<file path="src/rtl/logic_test_pkg.sv">
// Shared definitions for the logic-test bitwise unit and its reference users.
package logic_test_pkg;

  localparam int LT_WIDTH_DEFAULT = 4;

  // Operand/result vector at the default width.
  typedef logic [LT_WIDTH_DEFAULT-1:0] lt_operand_t;

endpackage

</file>
<file path="src/rtl/lt_bitwise_core.sv">
// Purely combinational bitwise core: AND, OR, XOR of A/B and inverse of A.
// Each result bit depends only on the same bit position of the operands.
module lt_bitwise_core
  import logic_test_pkg::*;
#(
  parameter int WIDTH = LT_WIDTH_DEFAULT
) (
  input  logic [WIDTH-1:0] a,
  input  logic [WIDTH-1:0] b,
  output logic [WIDTH-1:0] and_res,
  output logic [WIDTH-1:0] or_res,
  output logic [WIDTH-1:0] not_res,
  output logic [WIDTH-1:0] xor_res
);

  assign and_res = a & b;
  assign or_res  = a | b;
  assign not_res = ~a;   // B intentionally has no influence here
  assign xor_res = a ^ b;

endmodule

</file>
<file path="src/rtl/logic_test_unit.sv">
// Registered bitwise logic unit: combinational core followed by one bank of
// four output registers. Reset clears all outputs to zero (including NOT),
// asynchronously, and the first edge after release loads the live inputs.
module logic_test_unit
  import logic_test_pkg::*;
#(
  parameter int WIDTH = LT_WIDTH_DEFAULT
) (
  input  logic             clk,
  input  logic             rst,
  input  logic [WIDTH-1:0] LT_i_0,
  input  logic [WIDTH-1:0] LT_i_1,
  output logic [WIDTH-1:0] LT_o_AND,
  output logic [WIDTH-1:0] LT_o_OR,
  output logic [WIDTH-1:0] LT_o_NOT,
  output logic [WIDTH-1:0] LT_o_XOR
);

  logic [WIDTH-1:0] and_res;
  logic [WIDTH-1:0] or_res;
  logic [WIDTH-1:0] not_res;
  logic [WIDTH-1:0] xor_res;

  lt_bitwise_core #(
    .WIDTH(WIDTH)
  ) u_core (
    .a      (LT_i_0),
    .b      (LT_i_1),
    .and_res(and_res),
    .or_res (or_res),
    .not_res(not_res),
    .xor_res(xor_res)
  );

  // Output bank: all four results captured on the same edge, cleared together.
  always_ff @(posedge clk or posedge rst) begin
    if (rst) begin
      LT_o_AND <= '0;
      LT_o_OR  <= '0;
      LT_o_NOT <= '0;
      LT_o_XOR <= '0;
    end else begin
      LT_o_AND <= and_res;
      LT_o_OR  <= or_res;
      LT_o_NOT <= not_res;
      LT_o_XOR <= xor_res;
    end
  end

endmodule

</file>
<file path="config.mk">
export PLATFORM = sky130hd
export DESIGN_NAME = logic_test_unit
export DESIGN_NICKNAME = d
export VERILOG_FILES = /design/src/rtl/logic_test_pkg.sv /design/src/rtl/lt_bitwise_core.sv /design/src/rtl/logic_test_unit.sv
export SDC_FILE = /design/constraint.sdc
export NUM_CORES = 1
export LEC_CHECK = 0
export CORE_MARGIN = 2
export CORE_UTILIZATION = 34
export CTS_CLUSTER_SIZE = 28
export DETAILED_ROUTE_END_ITERATION = 16
export PLACE_DENSITY = 0.71
export SKIP_CTS_REPAIR_TIMING = 1
export SLEW_MARGIN = 20
export SYNTH_ARGS = -nofsm -noshare
export SYNTH_HDL_FRONTEND = slang
export SYNTH_SLANG_ARGS = --single-unit
</file>
<file path="constraint.sdc">
create_clock -name clk -period 0.8 [get_ports clk]
set_input_delay 0.16 -clock clk [delete_from_list [all_inputs] [get_ports clk]]
set_output_delay 0.16 -clock clk [all_outputs]
set_load 0.05 [all_outputs]
</file>
* Word-level counts from Yosys, hierarchy flattened *
Cells that the tools add are included.

storage, ports and cells
  register bits = 16
  bits of input ports = 10

cells by class
  bitwise gates (word level) = 4

operator list
  cell               count
  4-bit bitwise AND  1
  4-bit inverter     1
  4-bit OR           1
  4-bit XOR          1

* Depth between registers and ports, before layout *
Gate-level depths: netlist of run 1.

  depth after elaboration = 1
  depth in mapped cells = 3
  mapped depth without buffers = 3

* Cells and area by module *
Synthesis of run 1 repeated with hierarchy kept, for this count alone.

second synthesis, totals
  cell total of the unflattened synthesis = 37
  area, all modules = 549.3 sq um

modules (own cells, without submodules)
  module           instances  cells an instance  area each (sq um)  seq. area each (sq um)
  logic_test_unit  1          17                 404.1              400.4
  lt_bitwise_core  1          20                 145.1              0.0

* Least setup slack after synthesis of run 1 *
No wires, ideal clock.

  kind = reg2out
  start = register LT_o_AND[0]
  end = output LT_o_AND[0]
  arrival time = 0.586 ns
  required time = 0.640 ns
  slack = 0.054 ns
  cell stages (with the launch flop) = 1
  path buffers = 0
  path through = dfrtp_1

RTL lines
  item                    line                   RTL
  from (decl)             logic_test_unit.sv:13  output logic [WIDTH-1:0] LT_o_AND,
  from (signal assigned)  logic_test_unit.sv:43  LT_o_AND <= and_res;

No word-level cell between the ends.

* Worst setup path after layout of run 1 *
  start = register LT_o_OR[0]
  end = output LT_o_OR[0]

RTL lines
  item                    line                   RTL
  from (decl)             logic_test_unit.sv:14  output logic [WIDTH-1:0] LT_o_OR,
  from (signal assigned)  logic_test_unit.sv:44  LT_o_OR <= or_res;

No word-level cell between the ends.

==> key figures, run 1 <==
Detailed routing
  – Routed len/inst: 10.4 microns
  – Total via count in the routed design: 349
  – Post-Route M1 WL: ~340 microns
  – DR vias/cell: 4.15
  – Met3 wire length: 70 microns
  – DR top layer: met4
  – Post-route antenna net violation count: 0
  – Routed Wire Length: ~880 microns
  – First-iteration detailed-routing DRC count: 2
  – DR WL met2: approximately 460 microns
  – DRT Pass-1 Iters: 2
  – DRC Markers: 0

STA
  – Max-Slew Margin vs Limit: 0.921
  – Fin crit period: 1000 ps
  – Final Max Tran Viols: 0
  – Fmax: 995 MHz
  – RSZ-0062 raised after global routing: true
  – Number of setup violations in the final report: 16
  – Final period utilization: 1.26
  – Actual slew at the worst max-slew pin: 118 ps
  – Setup WS post-layout: -205 ps
  – Fin. Hold Viols: 0

Place
  – Dpl ws: -305 ps
  – Cell Area, Placed: 1010 sq um
  – HPWL after detailed placement: 684 microns
  – Total placed cells including tap cells: 81
  – Port Buffer Count: 25
  – Placer Congestion: 0.692

Pwr
  – Power Total: 0.00182 W
  – Peak supply drop: 1.13 mV
  – Sequential share of power: 0.496
  – Combinational power share: 0.283
  – Switching part of the total: 0.289
  – Internal power: 0.00129 W
  – Leak: 0.581 nW
  – Sw power: 0.000526 W
  – Clk pwr share: 0.221
  – Power Dens Cells: 1730 nW/um^2

Synthesis
  – Post-Synth XOR/XNOR Area: 0
  – Mean Syn Cell Area: 14.8 sq um
  – Synthesized instance count: 37
  – Syn Nets: 55
  – Synth Area in Adders: 0.182
  – Main combinational cell family by area after synthesis: adder cells
  – FF+latch count, synth: 16
  – Post-synthesis mux area share: 0
  – Simple-gate share of the synthesized area: 0
  – Synthesized area: 549 sq um
  – Sequential area share after synthesis: 0.729
  – Cell variety after synth: 3
  – Yosys Warn Count: 0
  – Synth Area in Compound Gates: 0

Cells and area
  – Layout cell share with drive strength beyond 1: 0.324
  – Design Area, Final: 1050 sq um
  – Post-route insts no fill: 84
  – Antenna Cells: 0
  – Final core occ: 0.699
  – Nets: 88
  – Area Overhead vs Synth: 91.6%
  – Layout fillers: 107

GRT
  – Grt total ovfl: 0
  – First-pass GRT wire length: 1370 microns
  – GRT Overall Usage: 0.108
  – Initial antenna violation count: 0
  – Largest net degree at the start of global routing: 17
  – Vias in the first global route: 329

Run status
  – Status: finished with violations
  – Failing checks: setup timing

Critical path
  – CP arrival: 840 ps
  – Critical-path cell list: buf_12
  – CP delay by family, top: flip-flops
  – CP Class: reg2out
  – Worst setup SP type: flop
  – Crit end category: output pin
  – Critical Path Max Stage Delay: 410 ps
  – Worst path bufs/invs: 1
  – Slowest cell on crit path: dfrtp_1
  – Crit-path max FO: 1
  – Required time worst endpoint: roughly 640 ps

Job
  – Max-cap check violation count: 0

Clock network
  – CTS tree: yes
  – H-tree Lvls: 1
  – CTS Sinks: 16
  – Inserted Clock Buffers: 3
  – Clock buffer depth: 2
  – Clock root cell: clkbuf_4
  – Reg clk slew, reported paths: around 90 ps

Floorplanning
  – # IOs: 26
  – Die Wd: approximately 44 microns
  – Initial Util: 0.365
  – Die Span Y: 44.2 microns
  – Cell row count: 14
  – Die footprint: around 2000 sq um
  – Core ar.: roughly 1500 sq um

Hold path
  – Hold Path Class: in2reg
-- sequential cells by signal, indices dropped and copies added, names as in the netlist --
signal    count
LT_o_OR       4
LT_o_AND      4
LT_o_XOR      4
LT_o_NOT      4
-- layout by cell type (no fill, tap or decap) --
cell             instances
buf_12                  17
buf_4                    2
clkbuf_4                 3
clkdlybuf4s50_1          3
dfrtp_1                 16
dlymetal6s2s_1           6
ha_1                     8
inv_1                   13
-- per-layer routing --
layer	vias to the layer above	GRT usage
li1	166	-
met1	166	0.109
met2	15	0.171
met3	2	0.0367
met4	0	0.109
met5	-	0
-- stage by stage --
stage | TNS [ps] | hold WS (ps)
2_1_floorplan | 0 | 73.7
3_3_place_gp | -2640 | 475
3_5_place_dp | -2710 | 481
4_1_cts | -3390 | 186
5_1_grt | -3600 | 71.2
6_report | -3090 | 79.1
-- worst paths after layout --
path	from	to	cells past startpoint
min in group asynchronous	rst	LT_o_XOR[0]	3
max in group asynchronous	rst	LT_o_XOR[2]	3
worst max-delay path	LT_o_OR[0]	LT_o_OR[0]	1
worst min-delay path	LT_i_0[3]	LT_o_NOT[3]	2
-- final cells by class --
type | instances | area, sq um | area share
multi-input cells | 8 | 100 | 0.0951
inverters | 13 | 48.8 | 0.0464
flip-flops and latches | 16 | 400 | 0.380
clock buffers | 3 | 22.5 | 0.0214
repair buffers | 28 | 460 | 0.438
well taps | 16 | 20.0 | 0.0190
-- power groups by stage --
stage	Combinational [W]	Sequential (W)	Clock (W)
floorplan	0.0000396	0.00108	0
finish	0.000514	0.000902	0.000402
global placement	0.000520	0.000917	0
CTS	0.000526	0.000904	0.000429
global route	0.000538	0.000908	0.000455
detailed placement	0.000525	0.000920	0
-- cells in the mapped netlist --
cell type   n  area [sq um]
dfrtp_1    16           400
ha_1        8           100
inv_1      13          48.8
-- cell families after synthesis --
logic type,count (synthesis)
DFF,16
adders and majority gates,8
buffers and inverters,13
Note: power is estimated with default switching activity, not from simulation.
==> inputs of run 2 (changes only) <==
--- a/config.mk
+++ b/config.mk
@@ -9,7 +9,7 @@
 export CORE_UTILIZATION = 34
 export CTS_CLUSTER_SIZE = 28
 export DETAILED_ROUTE_END_ITERATION = 16
-export PLACE_DENSITY = 0.71
+export PLACE_DENSITY_LB_ADDON = 0.25
 export SKIP_CTS_REPAIR_TIMING = 1
 export SLEW_MARGIN = 20
 export SYNTH_ARGS = -nofsm -noshare
==> run 2 against run 1 <==
The flow still finishes with violations (setup timing). Design area decreased by 0.71%. Critical path depth unchanged. Critical endpoint is now LT_o_OR[1]. Die area unchanged. Largest cell class unchanged. Total power decreased by 0.29%. Highest routed layer unchanged. Fmax increased by 0.30%. Setup slack improved by 3.0 ps.
==> key figures, run 2 (synthesis results as in run 1) <==
Run status
  – Status: finished with violations
  – Failing checks: setup timing

Critical path
  – CP arrival: 840 ps (about the same)
  – Crit end category: output pin
  – Crit path from: LT_o_OR[1]
  – Crit-path max FO: 1 (unchanged)
  – Worst path bufs/invs: 1 (unchanged)
  – Critical Path Max Stage Delay: 410 ps (about the same)
  – CP delay by family, top: flip-flops
  – Critical-path cell list: buf_12
  – CP endpoint: LT_o_OR[1]
  – Required time worst endpoint: 640 ps (about the same)
  – Slowest cell on crit path: dfrtp_1
  – Worst setup SP type: flop
  – Cell count along the critical path: 1 (unchanged)
  – CP Class: reg2out

Job
  – Max-cap check violation count: 0 (unchanged)

Cells and area
  – Commonest non-fill, non-tap cells in the layout: 17 x buf_12, 16 x dfrtp_1, 13 x inv_1, 8 x ha_1, 6 x dlymetal6s2s_1
  – FF+latch area: 400 sq um (unchanged)
  – Layout cell share with drive strength beyond 1: 0.313 (-0.0101)
  – Antenna Cells: 0 (unchanged)
  – Layout fillers: 117 (+9.3%)
  – Area of the multi-input gates: 100 sq um (unchanged)
  – Nets: 87 (-1.1%)
  – Commonest non-fill, non-tap cell in the layout: buf_12
  – Design Area, Final: 1040 sq um (-0.71%)
  – Area Overhead vs Synth: 90.2%

Floorplanning
  – Initial Util: 0.365 (unchanged)
  – # IOs: 26 (unchanged)
  – Die footprint: 1950 sq um (unchanged)
  – Die Wd: 44.2 microns (unchanged)
  – Cell row count: 14 (unchanged)
  – Die Span Y: 44.2 microns (unchanged)
  – Core ar.: 1510 sq um (unchanged)

Detailed routing
  – DR vias/cell: 4.19 (+0.91%)
  – Routed len/inst: 10.5 microns (+0.28%)
  – Post-route antenna net violation count: 0 (unchanged)
  – First-iteration detailed-routing DRC count: 1 (-1)
  – DRT Pass-1 Iters: 4 (+2)
  – Total via count in the routed design: 348 (-0.29%)
  – Routed Wire Length: 869 microns (-0.91%)
  – DRC Markers: 0 (unchanged)

STA
  – Final period utilization: 1.25 (-0.00379)
  – RSZ-0062 raised after global routing: true
  – Max-Slew Margin vs Limit: 0.926 (+0.00453)
  – Number of setup violations in the final report: 16 (unchanged)
  – Final Max Tran Viols: 0 (unchanged)
  – Fin. Hold Viols: 0 (unchanged)
  – Actual slew at the worst max-slew pin: 111 ps (-7.05 ps)
  – Setup WS post-layout: -202 ps (+3.03 ps)
  – Fin crit period: 1000 ps (-3.03 ps)
  – Fmax: 998 MHz (+0.30%)

GRT
  – GRT Overall Usage: 0.111 (+0.00277)
  – Largest net degree at the start of global routing: 17 (unchanged)
  – Initial antenna violation count: 0 (unchanged)
  – Grt total ovfl: 0 (unchanged)
  – First-pass GRT wire length: 1480 microns (+8.0%)
  – Vias in the first global route: 387 (+18%)

Clock network
  – H-tree Lvls: 1 (unchanged)
  – CTS tree: yes
  – Inserted Clock Buffers: 3 (unchanged)
  – CTS Sinks: 16 (unchanged)
  – Clock buffer depth: 2 (unchanged)
  – Clock root cell: clkbuf_4
  – Reg clk slew, reported paths: 90 ps (about the same)

Place
  – Dpl ws: -358 ps (-52.2 ps)
  – Cell Area, Placed: 1010 sq um (-0.74%)
  – Port Buffer Count: 25 (unchanged)
  – HPWL after detailed placement: 716 microns (+4.7%)
  – Placer Congestion: 0.638 (-7.9%)

Pwr
  – Power Total: 0.00181 W (-0.29%)
  – Power Dens Cells: 1740 nW/um^2 (+0.42%)
  – Peak supply drop: 0.939 mV (-17%)
  – Leak: 0.576 nW (-0.83%)

Hold path
  – Hold Path Class: in2reg
[run 2: how the worst min path moves through the flow]
stage          slack (ps)       from  cells after the start     endpoint
3_5_place_dp          500        rst                      3   LT_o_OR[3]
5_1_grt               100  LT_i_0[0]                      2  LT_o_NOT[0]
4_1_cts               200        rst                      3   LT_o_OR[2]
3_3_place_gp          490        rst                      3  LT_o_AND[3]
2_1_floorplan          70        rst                      1  LT_o_AND[0]
6_report               80  LT_i_0[1]                      2  LT_o_NOT[1]
[run 2: layer usage]
layer,vias to the layer above,GRT usage,wire (microns)
li1,162,-,-
met5,-,0,0
met4,0,0.0909,21
met3,4,0.0245,47
met2,15,0.209,550
met1,167,0.0987,250
[run 2: layout make-up]
type | instances | share of cell area
inverters | 13 | 0.0467
multi-input cells | 8 | 0.0958
well taps | 16 | 0.0192
repair buffers | 27 | 0.434
flip-flops and latches | 16 | 0.383
clock buffers | 3 | 0.0216
[run 2: per-stage QoR]
stage	hold slack [ps]	util	cells	TNS, ps
after floorplan	73.7	-	37	0
after global placement	489	0.669	80	-2470
after detailed placement	495	0.669	80	-2800
after CTS	195	0.684	83	-3360
after global routing	95.4	0.694	83	-3590
final	79.8	0.694	83	-3060
[run 2: power breakdown]
group | internal, W | leakage, nW | switching (W)
sequential | 0.000860 | 0.186 | 0.0000413
combinational | 0.000257 | 0.376 | 0.000256
clock | 0.000174 | 0.0138 | 0.000225
total | 0.00129 | 0.576 | 0.000522
